[src/rtl/myo_spi_frame_monitor_if.sv]
// Tap bundle for one myocontrol SPI conduit. The master modport is the side
// that drives the pins; the monitor only ever uses the slave modport.
interface myo_spi_frame_monitor_if #(
  parameter int NUM_SS = 9
);
  logic              sck;
  logic              mosi;
  logic              miso;
  logic [NUM_SS-1:0] ss_n;

  modport master (output sck, output mosi, output miso, output ss_n);
  modport slave  (input  sck, input  mosi, input  miso, input  ss_n);
endinterface

[src/rtl/myo_spi_frame_monitor.sv]
// Passive oversampling decoder for a myocontrol SPI conduit (mode 0, MSB first).
// It reports a per-frame summary, keeps sticky protocol-error flags and drives status LEDs.
module myo_spi_frame_monitor #(
  parameter int NUM_SS      = 9,   // at most 16
  parameter int WORD_BITS   = 16,
  parameter int SYNC_STAGES = 2    // at least 2
) (
  input  logic                     clk_clk,
  input  logic                     reset_reset_n,
  myo_spi_frame_monitor_if.slave   spi,
  input  logic                     power_sense_n,
  input  logic                     err_clear,
  output logic                     frame_valid,
  output logic [3:0]               frame_slave,
  output logic [7:0]               frame_words,
  output logic [WORD_BITS-1:0]     first_mosi_word,
  output logic [WORD_BITS-1:0]     first_miso_word,
  output logic                     err_multi_ss,
  output logic                     err_partial_word,
  output logic [7:0]               led
);

  localparam int BIT_W    = $clog2(WORD_BITS + 1);
  localparam int PIN_SCK  = 0;
  localparam int PIN_MOSI = 1;
  localparam int PIN_MISO = 2;
  localparam int PIN_PWR  = 3;

  typedef enum logic [1:0] {IDLE, ACTIVE, DONE, WAIT_IDLE} state_e;

  // Selects and power are synchronized inverted (active-high) so that the
  // all-zero reset value means "nothing selected, no power".
  logic [SYNC_STAGES-1:0][NUM_SS-1:0] ss_sync_q, ss_sync_d;
  logic [SYNC_STAGES-1:0][3:0]        pin_sync_q, pin_sync_d;
  logic [SYNC_STAGES:0]               fill_q, fill_d;
  logic                               sck_prev_q, sck_prev_d;

  // Registered decode of the synchronized pins
  logic       dec_none_q, dec_none_d;
  logic       dec_one_q, dec_one_d;
  logic       dec_multi_q, dec_multi_d;
  logic [3:0] dec_idx_q, dec_idx_d;
  logic       dec_pwr_q, dec_pwr_d;
  logic       dec_rise_q, dec_rise_d;
  logic       dec_mosi_q, dec_mosi_d;
  logic       dec_miso_q, dec_miso_d;

  // Frame tracking
  state_e               state_q, state_d;
  logic                 armed_q, armed_d;
  logic [3:0]           slave_q, slave_d;
  logic [BIT_W-1:0]     bit_cnt_q, bit_cnt_d;
  logic [7:0]           word_cnt_q, word_cnt_d;
  logic [WORD_BITS-1:0] mosi_sr_q, mosi_sr_d;
  logic [WORD_BITS-1:0] miso_sr_q, miso_sr_d;
  logic [WORD_BITS-1:0] mosi_first_q, mosi_first_d;
  logic [WORD_BITS-1:0] miso_first_q, miso_first_d;

  // Reported outputs
  logic                 frame_valid_q, frame_valid_d;
  logic [3:0]           frame_slave_q, frame_slave_d;
  logic [7:0]           frame_words_q, frame_words_d;
  logic [WORD_BITS-1:0] first_mosi_q, first_mosi_d;
  logic [WORD_BITS-1:0] first_miso_q, first_miso_d;
  logic                 err_multi_q, err_multi_d;
  logic                 err_partial_q, err_partial_d;
  logic                 led_toggle_q, led_toggle_d;
  logic                 set_multi, set_partial;

  logic [NUM_SS-1:0]    ss_act;
  logic [4:0]           n_act;

  always_comb begin : sync_comb
    ss_sync_d[0]  = ~spi.ss_n;
    pin_sync_d[0] = {~power_sense_n, spi.miso, spi.mosi, spi.sck};
    for (int i = 1; i < SYNC_STAGES; i++) begin
      ss_sync_d[i]  = ss_sync_q[i-1];
      pin_sync_d[i] = pin_sync_q[i-1];
    end
    // fill_q[SYNC_STAGES] marks the decode stage as holding sampled pin data
    fill_d     = {fill_q[SYNC_STAGES-1:0], 1'b1};
    sck_prev_d = pin_sync_q[SYNC_STAGES-1][PIN_SCK];
  end

  always_comb begin : decode_comb
    ss_act    = ss_sync_q[SYNC_STAGES-1];
    n_act     = '0;
    dec_idx_d = '0;
    for (int i = 0; i < NUM_SS; i++) begin
      if (ss_act[i]) begin
        n_act     = n_act + 5'd1;
        dec_idx_d = 4'(i);
      end
    end
    dec_none_d  = (n_act == 5'd0);
    dec_one_d   = (n_act == 5'd1);
    dec_multi_d = (n_act > 5'd1);
    dec_pwr_d   = pin_sync_q[SYNC_STAGES-1][PIN_PWR];
    dec_rise_d  = pin_sync_q[SYNC_STAGES-1][PIN_SCK] & ~sck_prev_q;
    dec_mosi_d  = pin_sync_q[SYNC_STAGES-1][PIN_MOSI];
    dec_miso_d  = pin_sync_q[SYNC_STAGES-1][PIN_MISO];
  end

  always_comb begin : fsm_comb
    // NOTE: every signal gets its hold value first so no path through the case infers a latch.
    state_d       = state_q;
    slave_d       = slave_q;
    bit_cnt_d     = bit_cnt_q;
    word_cnt_d    = word_cnt_q;
    mosi_sr_d     = mosi_sr_q;
    miso_sr_d     = miso_sr_q;
    mosi_first_d  = mosi_first_q;
    miso_first_d  = miso_first_q;
    frame_valid_d = 1'b0;
    frame_slave_d = frame_slave_q;
    frame_words_d = frame_words_q;
    first_mosi_d  = first_mosi_q;
    first_miso_d  = first_miso_q;
    led_toggle_d  = led_toggle_q;
    set_multi     = 1'b0;
    set_partial   = 1'b0;

    // A frame may only start after a clean all-released select has been seen,
    // so a transfer already running when reset releases is ignored.
    armed_d = armed_q | (fill_q[SYNC_STAGES] & dec_none_q);

    unique case (state_q)
      IDLE: begin
        if (armed_q) begin
          if (dec_one_q && dec_pwr_q) begin
            state_d    = ACTIVE;
            slave_d    = dec_idx_q;
            bit_cnt_d  = '0;
            word_cnt_d = '0;
          end else if (dec_multi_q) begin
            set_multi = 1'b1;
            state_d   = WAIT_IDLE;
          end
        end
      end

      ACTIVE: begin
        // The edge is consumed before the exit checks, so an edge coinciding
        // with select release is still counted in this frame.
        if (dec_rise_q) begin
          mosi_sr_d = {mosi_sr_q[WORD_BITS-2:0], dec_mosi_q};
          miso_sr_d = {miso_sr_q[WORD_BITS-2:0], dec_miso_q};
          if (bit_cnt_q == BIT_W'(WORD_BITS - 1)) begin
            bit_cnt_d = '0;
            if (word_cnt_q != 8'hFF) word_cnt_d = word_cnt_q + 8'd1;
            if (word_cnt_q == 8'd0) begin
              mosi_first_d = mosi_sr_d;
              miso_first_d = miso_sr_d;
            end
          end else begin
            bit_cnt_d = bit_cnt_q + BIT_W'(1);
          end
        end

        if (dec_none_q) begin
          state_d = DONE;
        end else if (!dec_pwr_q) begin
          state_d = WAIT_IDLE;
        end else if (!(dec_one_q && (dec_idx_q == slave_q))) begin
          set_multi = 1'b1;
          state_d   = WAIT_IDLE;
        end
      end

      DONE: begin
        if (bit_cnt_q != '0) set_partial = 1'b1;
        if (word_cnt_q != 8'd0) begin
          frame_valid_d = 1'b1;
          frame_slave_d = slave_q;
          frame_words_d = word_cnt_q;
          first_mosi_d  = mosi_first_q;
          first_miso_d  = miso_first_q;
          led_toggle_d  = ~led_toggle_q;
        end
        state_d = IDLE;
      end

      WAIT_IDLE: begin
        if (dec_none_q) state_d = IDLE;
      end

      default: state_d = IDLE;
    endcase

    // Setting has priority over a coincident clear
    err_multi_d   = set_multi   | (err_multi_q   & ~err_clear);
    err_partial_d = set_partial | (err_partial_q & ~err_clear);
  end

  // NOTE: sequential state uses non-blocking assignments only, so every flop samples pre-edge values.
  always_ff @(posedge clk_clk) begin
    if (!reset_reset_n) begin
      ss_sync_q     <= '0;
      pin_sync_q    <= '0;
      fill_q        <= '0;
      sck_prev_q    <= 1'b0;
      dec_none_q    <= 1'b0;
      dec_one_q     <= 1'b0;
      dec_multi_q   <= 1'b0;
      dec_idx_q     <= '0;
      dec_pwr_q     <= 1'b0;
      dec_rise_q    <= 1'b0;
      dec_mosi_q    <= 1'b0;
      dec_miso_q    <= 1'b0;
      state_q       <= IDLE;
      armed_q       <= 1'b0;
      slave_q       <= '0;
      bit_cnt_q     <= '0;
      word_cnt_q    <= '0;
      mosi_sr_q     <= '0;
      miso_sr_q     <= '0;
      mosi_first_q  <= '0;
      miso_first_q  <= '0;
      frame_valid_q <= 1'b0;
      frame_slave_q <= '0;
      frame_words_q <= '0;
      first_mosi_q  <= '0;
      first_miso_q  <= '0;
      err_multi_q   <= 1'b0;
      err_partial_q <= 1'b0;
      led_toggle_q  <= 1'b0;
    end else begin
      ss_sync_q     <= ss_sync_d;
      pin_sync_q    <= pin_sync_d;
      fill_q        <= fill_d;
      sck_prev_q    <= sck_prev_d;
      dec_none_q    <= dec_none_d;
      dec_one_q     <= dec_one_d;
      dec_multi_q   <= dec_multi_d;
      dec_idx_q     <= dec_idx_d;
      dec_pwr_q     <= dec_pwr_d;
      dec_rise_q    <= dec_rise_d;
      dec_mosi_q    <= dec_mosi_d;
      dec_miso_q    <= dec_miso_d;
      state_q       <= state_d;
      armed_q       <= armed_d;
      slave_q       <= slave_d;
      bit_cnt_q     <= bit_cnt_d;
      word_cnt_q    <= word_cnt_d;
      mosi_sr_q     <= mosi_sr_d;
      miso_sr_q     <= miso_sr_d;
      mosi_first_q  <= mosi_first_d;
      miso_first_q  <= miso_first_d;
      frame_valid_q <= frame_valid_d;
      frame_slave_q <= frame_slave_d;
      frame_words_q <= frame_words_d;
      first_mosi_q  <= first_mosi_d;
      first_miso_q  <= first_miso_d;
      err_multi_q   <= err_multi_d;
      err_partial_q <= err_partial_d;
      led_toggle_q  <= led_toggle_d;
    end
  end

  assign frame_valid      = frame_valid_q;
  assign frame_slave      = frame_slave_q;
  assign frame_words      = frame_words_q;
  assign first_mosi_word  = first_mosi_q;
  assign first_miso_word  = first_miso_q;
  assign err_multi_ss     = err_multi_q;
  assign err_partial_word = err_partial_q;
  assign led = {led_toggle_q, pin_sync_q[SYNC_STAGES-1][PIN_PWR],
                err_partial_q, err_multi_q, frame_slave_q};

endmodule

[src/flat_wrapper.sv]
// flat-port wrapper written by rule: the top's interface ports become plain ports
module myo_spi_frame_monitor_flat 
#(
  parameter int NUM_SS      = 9,                
  parameter int WORD_BITS   = 16,
  parameter int SYNC_STAGES = 2                 
)
  (clk_clk, reset_reset_n, power_sense_n, err_clear, frame_valid, frame_slave, frame_words, first_mosi_word, first_miso_word, err_multi_ss, err_partial_word, led, spi_sck, spi_mosi, spi_miso, spi_ss_n);
  myo_spi_frame_monitor_if #(.NUM_SS(NUM_SS)) spi_i ();
  input  logic clk_clk;
  input  logic reset_reset_n;
  input  logic power_sense_n;
  input  logic err_clear;
  output logic frame_valid;
  output logic [3:0] frame_slave;
  output logic [7:0] frame_words;
  output logic [WORD_BITS-1:0] first_mosi_word;
  output logic [WORD_BITS-1:0] first_miso_word;
  output logic err_multi_ss;
  output logic err_partial_word;
  output logic [7:0] led;
  input wire logic [$bits(spi_i.sck)-1:0] spi_sck;
  input wire logic [$bits(spi_i.mosi)-1:0] spi_mosi;
  input wire logic [$bits(spi_i.miso)-1:0] spi_miso;
  input wire logic [$bits(spi_i.ss_n)-1:0] spi_ss_n;
  assign spi_i.sck = spi_sck;
  assign spi_i.mosi = spi_mosi;
  assign spi_i.miso = spi_miso;
  assign spi_i.ss_n = spi_ss_n;
  myo_spi_frame_monitor #(.NUM_SS(NUM_SS), .WORD_BITS(WORD_BITS), .SYNC_STAGES(SYNC_STAGES)) u_core (.clk_clk(clk_clk), .reset_reset_n(reset_reset_n), .spi(spi_i), .power_sense_n(power_sense_n), .err_clear(err_clear), .frame_valid(frame_valid), .frame_slave(frame_slave), .frame_words(frame_words), .first_mosi_word(first_mosi_word), .first_miso_word(first_miso_word), .err_multi_ss(err_multi_ss), .err_partial_word(err_partial_word), .led(led));
endmodule
[config.mk]
export PLATFORM = sky130hd
export DESIGN_NAME = myo_spi_frame_monitor_flat
export DESIGN_NICKNAME = d
export VERILOG_FILES = /design/src/rtl/myo_spi_frame_monitor_if.sv /design/src/rtl/myo_spi_frame_monitor.sv /design/src/flat_wrapper.sv
export SDC_FILE = /design/constraint.sdc
export NUM_CORES = 1
export LEC_CHECK = 0
export CORE_MARGIN = 2
export CORE_UTILIZATION = 40
export DETAILED_ROUTE_END_ITERATION = 6
export PLACE_DENSITY = 0.59
export RECOVER_POWER = 25
export REMOVE_ABC_BUFFERS = 1
export SLEW_MARGIN = 20
export SYNTH_ARGS = -nofsm -noshare
export SYNTH_HDL_FRONTEND = slang
export SYNTH_SLANG_ARGS = --single-unit
[constraint.sdc]
create_clock -name clk_clk -period 14.4 [get_ports clk_clk]
set_input_delay 4.32 -clock clk_clk [delete_from_list [all_inputs] [get_ports clk_clk]]
set_output_delay 4.32 -clock clk_clk [all_outputs]
set_load 0.02 [all_outputs]
## Word-level counts from Yosys, hierarchy flattened

Index checks and enable logic that the tools add are counted.

- Equal/unequal tests: 15
- Add/subtract/negate cells: 10
- Reductions and logical operators: 17
- Bitwise operators: 13
- Magnitude comparators: 1
- Multiplexer cells: 47

Operator list:

| cell | number |
|---|---|
| 5-bit 2-to-1 mux | 12 |
| 5-bit by 1-bit adder with 5-bit output (second input constant) | 8 |
| 8-bit 2-to-1 mux | 5 |
| 2-bit 2-to-1 mux | 9 |
| 8-bit case mux with 2 select lines | 1 |
| 1-bit 2-to-1 mux | 12 |
| 3-bit 2-to-1 mux | 4 |
| 2-bit by 1-bit != test with 1-bit output (second input constant) | 6 |
| 4-bit AND reduction | 3 |
| 5-bit case mux with 2 select lines | 1 |
| 9-bit NOT | 1 |
| 8-bit by 1-bit adder with 8-bit output (second input constant) | 1 |
| 8-bit zero test | 1 |
| 8-bit != test (second input constant) | 1 |
| 2-bit case mux with 4 select lines | 1 |
| 8-bit nonzero test | 1 |
| 2-bit AND reduction | 3 |
| 6-bit AND reduction | 1 |
| 5-bit by 1-bit == test with 1-bit output (second input constant) | 1 |
| 5-bit by 4-bit == test with 1-bit output (second input constant) | 1 |
| 5-bit by 1-bit > comparator with 1-bit output (second input constant) | 1 |
| 5-bit zero test | 1 |
| 1-bit NOT | 5 |
| 5-bit nonzero test | 1 |
| 15 further kinds | 22 |

- Flip-flop bits (word level): 171
- Input port bits: 16
- Logic and storage cells: 136
- Output and inout bits: 55

## Depth between registers and ports, before layout

- Word-level depth: 18
- Depth in mapped cells: 25
- Gate-level depth less buffers: 25

## Least setup slack after synthesis

Ideal clock, no wire load.

- Kind: input -> register
- From: in reset_reset_n
- To: reg u_core.bit_cnt_q[0]
- Library setup time: 0.128 ns
- Path buffers: 2
- Arrival time: 5.016 ns
- Cell stages on the path: 4
- Setup slack: 9.257 ns
- Data required time: 14.272 ns
- Cell sequence: clkinv_1 -> clkbuf_1 -> clkbuf_1 -> nor2_1

RTL lines:

| item | RTL line | RTL |
|---|---|---|
| start, declared | flat_wrapper.sv:11 | `input logic reset_reset_n;` |
| end signal, assigned | myo_spi_frame_monitor.sv:243 | `bit_cnt_q <= bit_cnt_d;` |
| end, declared | myo_spi_frame_monitor.sv:52 | `logic [BIT_W-1:0] bit_cnt_q, bit_cnt_d;` |

No word-level cell between the ends.

## Worst setup path in the final report

- From: in reset_reset_n
- To: reg u_core.dec_one_q

RTL lines:

| item | RTL line | RTL |
|---|---|---|
| end signal, assigned | myo_spi_frame_monitor.sv:233 | `dec_one_q <= dec_one_d;` |
| end, declared | myo_spi_frame_monitor.sv:40 | `logic dec_one_q, dec_one_d;` |

No word-level cell between the ends.

==> results.txt <==
The run finished, with violations left. The checks that failed: max-capacitance violations, max-slew violations. The logs give 1078 for the count of non-filler cells in the finished layout and 0.387 ns for the final worst hold slack.

In the final layout, the multi-input gates occupy 3070 sq um. At the worst endpoint, the required time is 14.73 ns. Timing would allow up to 114 MHz. Detailed routing inserted a total of 5269 vias. The wire length of the first global-routing pass came out at 23.3 mm. In this run, synthesis produced a sequential element count of 171. In the finished design, the share of the clock period the worst path needs comes to 60.9%.

The logs give 70 for the max-slew violation count and 1598 for the count of fill cells added during filler insertion. The initial antenna violation count was 0. Dividing the detail-routed wire length by the instance count gives 12.8 um. Relative to the synthesized area, the layout overhead comes to 21.1%. The kind of critical path is in2reg. The die is 134 um wide. For this design the total switching power over the nets is 0.225 mW. The average cell area after synthesis works out to 8.43 sq um. For this run, design rule violations remaining after detail routing come to 0.

The number of global-route vias before repair was 5058. For the pin with the worst max-slew slack, the measured transition is 2.20 ns. Total core area: 16600 sq um. The total power divided by cell area is 126 nW/um^2, and the number of placed I/O pins is 71. The number of enable-type register cells in the synthesized netlist works out to 0. The run gives 9.01 mm as the HPWL after detailed placement. Count of endpoints failing hold in the final timing report: 0. The startpoint type of the worst setup path is an input port.

The buffer cell driving the clock tree root was sky130_fd_sc_hd__clkbuf_16. Sort of element at the end of the critical path: a flip-flop. Post-layout utilization of the core: 49.6%.

Type of the worst min-delay path: reg2reg. The shortest clock period the worst path allows after layout came out at 8.77 ns. The power after layout was 1.04 mW. For the insertion delay to the later sink of the worst-skew pair, the log shows 0.43 ns. Entering global routing, the biggest net connects 70 pins. Setup violations remaining at the end of the flow were counted as 0. The logs give 0 for the number of warnings issued by yosys and 2.85 nW for the leakage power of the design. In the final layout, flip-flops and latches occupy 3420 sq um. With fillers left out, the area of the finished cells amounts to 8230 sq um. In the final layout, the share of cells above drive strength 1 is 6.18%. After routing, the total negative slack on setup checks comes to 0 ns. Routability-driven placement finished with a final weighted congestion of 0.768. The netlist uses 60 different library cells.

For the worst flop-to-flop path, the logic depth is 23. Before antenna repair, the detailed router went through 5 iterations. The starting utilization of the core area was 41.0%.

The run gives 0 as the number of buffers inserted by hold repair at cts. The run gives 1046 as the number of placed instances, taps included. The number of antenna diodes in the final layout is 0. The data arrival time of the critical path is 9.10 ns, and the count of clock tree sinks is 171. Once detail routing completed, the nets flagged for antenna violations numbered 0.

The share of total power dissipated in combinational logic is 4.9%. The die height is 134 um, and the aggregate routed wire length is 13.8 mm. The initialized floorplan defines 47 standard-cell rows. sky130_fd_sc_hd__dfxtp_1 takes more of the synthesized area than any other cell. TritonCTS built the clock tree. The maximum root-to-sink buffer count is 2. The tools report the internal portion of total power as 0.815 mW.

Among all flip-flop cells after synthesis, the most frequent one is sky130_fd_sc_hd__dfxtp_1. Setup repair after global routing left no endpoint under its margin. The logs give 6800 sq um for the netlist area before placement and 9.05 ns for the slack of the worst reg-to-reg path.

The minimum setup slack after placement was 7.93 ns. Of the total power, the share spent switching nets is 21.6%. By area the synthesized netlist is led by sky130_fd_sc_hd__dfxtp_1 (50%), sky130_fd_sc_hd__nand2_1 (13%), sky130_fd_sc_hd__a21oi_1 (8.8%). In this run, post-CTS repair resized a total of 0 instances. Dividing the detail-routed via count by the number of cells gives 4.89.

The share of total power dissipated in sequential elements is 46.6%. Buffers added to address setup during post-CTS repair amount to 0. The tools report the number of maximum-capacitance violations as 1. Summing all placed instances gives a cell area of 7570 sq um. CTS built an H-tree with a depth of 4. Across the VDD grid, the largest voltage drop is 83.1 uV. Buffers placed on the I/O ports in this run total 70. For this block, the initial DRC count from the detailed router was 332.

The worst relative slew slack came out at -47.5%. The number of cells on the worst hold path works out to 1. The share of synthesized area in the top cell type comes to 50.4%. The run gives 18000 sq um as the die footprint. The number of nets in the finished design is 873, and the number of buffers created by CTS is 17.

Counting every instance in the synthesized netlist gives 806. The share of total power dissipated in the clock network is 48.5%. After clock tree synthesis, the clock-pin slew on the worst setup and hold paths is 0.06 ns.

Of all nets on the critical path, the largest fanout is 69. For the worst clock skew, the log shows 0.00875 ns. For this run, the register share of the synthesized area comes to 50.4%. The worst path meets setup with 5.63 ns of slack.

The total routing resource utilization after global routing was 15.8%; the total overflow reported by the global router was 0. In the synthesized netlist the async set-or-reset flop fraction comes to 0%.
-- synthesized netlist by cell type (all sizes together) (3+ instances only) --
cell,instances
dfxtp,171
or3,3
inv,16
and3,3
xnor2,13
o21ai,7
nand4b,3
nor2b,8
nor3,5
clkbuf,42
a41oi,3
ha,12
nor2,34
nand3,9
xor2,12
and2,28
mux2i,5
a21oi,120
nand2,237
nand4,4
mux2,3
buf,13
a31oi,4
nand2b,9
o21a,3
a211oi,3
-- registers in the layout (all words and copies together) (netlist names), 5 cells and up --
name and cells:
u_core.ss_act 9, u_core.frame_words 8, u_core.miso_sr_q 15, u_core.word_cnt_q 8
u_core.bit_cnt_q 5, u_core.first_mosi_word 16, u_core.mosi_sr_q 15, u_core.mosi_first_q 16
u_core.ss_sync_d 9, u_core.miso_first_q 16, u_core.first_miso_word 16
-- path summary, 6_finish.rpt --
| kind | start | endpoint |
|---|---|---|
| worst max-delay path | reset_reset_n | u_core.dec_one_q$_SDFF_PN0_ |
| worst min-delay path | u_core.sck_prev_q$_SDFF_PN0_ | u_core.dec_rise_q$_SDFF_PN0_ |
| worst max register to register | u_core.ss_act[1]$_SDFF_PN0_ | u_core.dec_multi_q$_SDFF_PN0_ |
| worst min register to register | u_core.sck_prev_q$_SDFF_PN0_ | u_core.dec_rise_q$_SDFF_PN0_ |
-- cells in the final DEF, fill, tap and decap left out, types with 8 or more instances in the layout --
cell type | synthesis | layout
sky130_fd_sc_hd__xor2_1 | 12 | 12
sky130_fd_sc_hd__xnor2_1 | 11 | 11
sky130_fd_sc_hd__nand2_1 | 237 | 237
sky130_fd_sc_hd__nor2_1 | 34 | 34
sky130_fd_sc_hd__nand2b_1 | 9 | 9
sky130_fd_sc_hd__nor2b_1 | 8 | 8
sky130_fd_sc_hd__and2_0 | 0 | 11
sky130_fd_sc_hd__clkbuf_16 | 0 | 17
sky130_fd_sc_hd__inv_1 | 16 | 16
sky130_fd_sc_hd__clkdlybuf4s50_1 | 0 | 69
sky130_fd_sc_hd__ha_1 | 12 | 12
sky130_fd_sc_hd__and2_1 | 28 | 16
sky130_fd_sc_hd__dfxtp_1 | 171 | 171
sky130_fd_sc_hd__nand3_1 | 9 | 9
sky130_fd_sc_hd__a21oi_1 | 120 | 120
-- logic make-up (layout without fill, tap and decap cells) --
group	after synthesis	in the layout	synth area share, %
AO/OA/AOI/OAI	160	160	13.9
XOR/XNOR	29	29	5.01
adder cells (fa/ha/maj)	13	13	2.36
buffers and inverters	72	124	4.55
flip-flops	171	171	50.4
multiplexers	8	8	1.23
AND/OR/NAND/NOR	353	353	22.6
-- power groups by stage --
stage | Combinational (mW) | Clock, mW | Sequential (mW)
2_1_floorplan | 0.0376 | 0 | 0.494
3_3_place_gp | 0.0494 | 0 | 0.495
3_5_place_dp | 0.0513 | 0 | 0.495
4_1_cts | 0.0516 | 0.515 | 0.485
5_1_grt | 0.0567 | 0.535 | 0.485
6_report | 0.0510 | 0.504 | 0.485
-- layer usage --
metal / up-vias / GRT usage [%] / wire length, um
met5: - / 0 / 0
met4: 0 / 5.56 / 69
met3: 4 / 3.89 / 481
met2: 86 / 26.7 / 6660
met1: 2447 / 19.6 / 6570
li1: 2732 / - / -
-- final cells by class --
| cell class | instances | share of cell area, % |
|---|---|---|
| multi-input combinational | 563 | 37.3 |
| sequential | 171 | 41.6 |
| clock inverter | 15 | 2.89 |
| inverter | 17 | 0.790 |
| timing repair buffer | 75 | 8.92 |
| clock buffer | 17 | 5.17 |
| tap | 220 | 3.34 |
-- critical path: stages --
cell and delay, ns:
sky130_fd_sc_hd__dlygate4sd3_1 0.53, sky130_fd_sc_hd__clkbuf_1 0.77, sky130_fd_sc_hd__clkinvlp_2 2.09, sky130_fd_sc_hd__buf_4 0.97, sky130_fd_sc_hd__nor4b_1 0.37
Note: power is estimated with default switching activity, not from simulation.
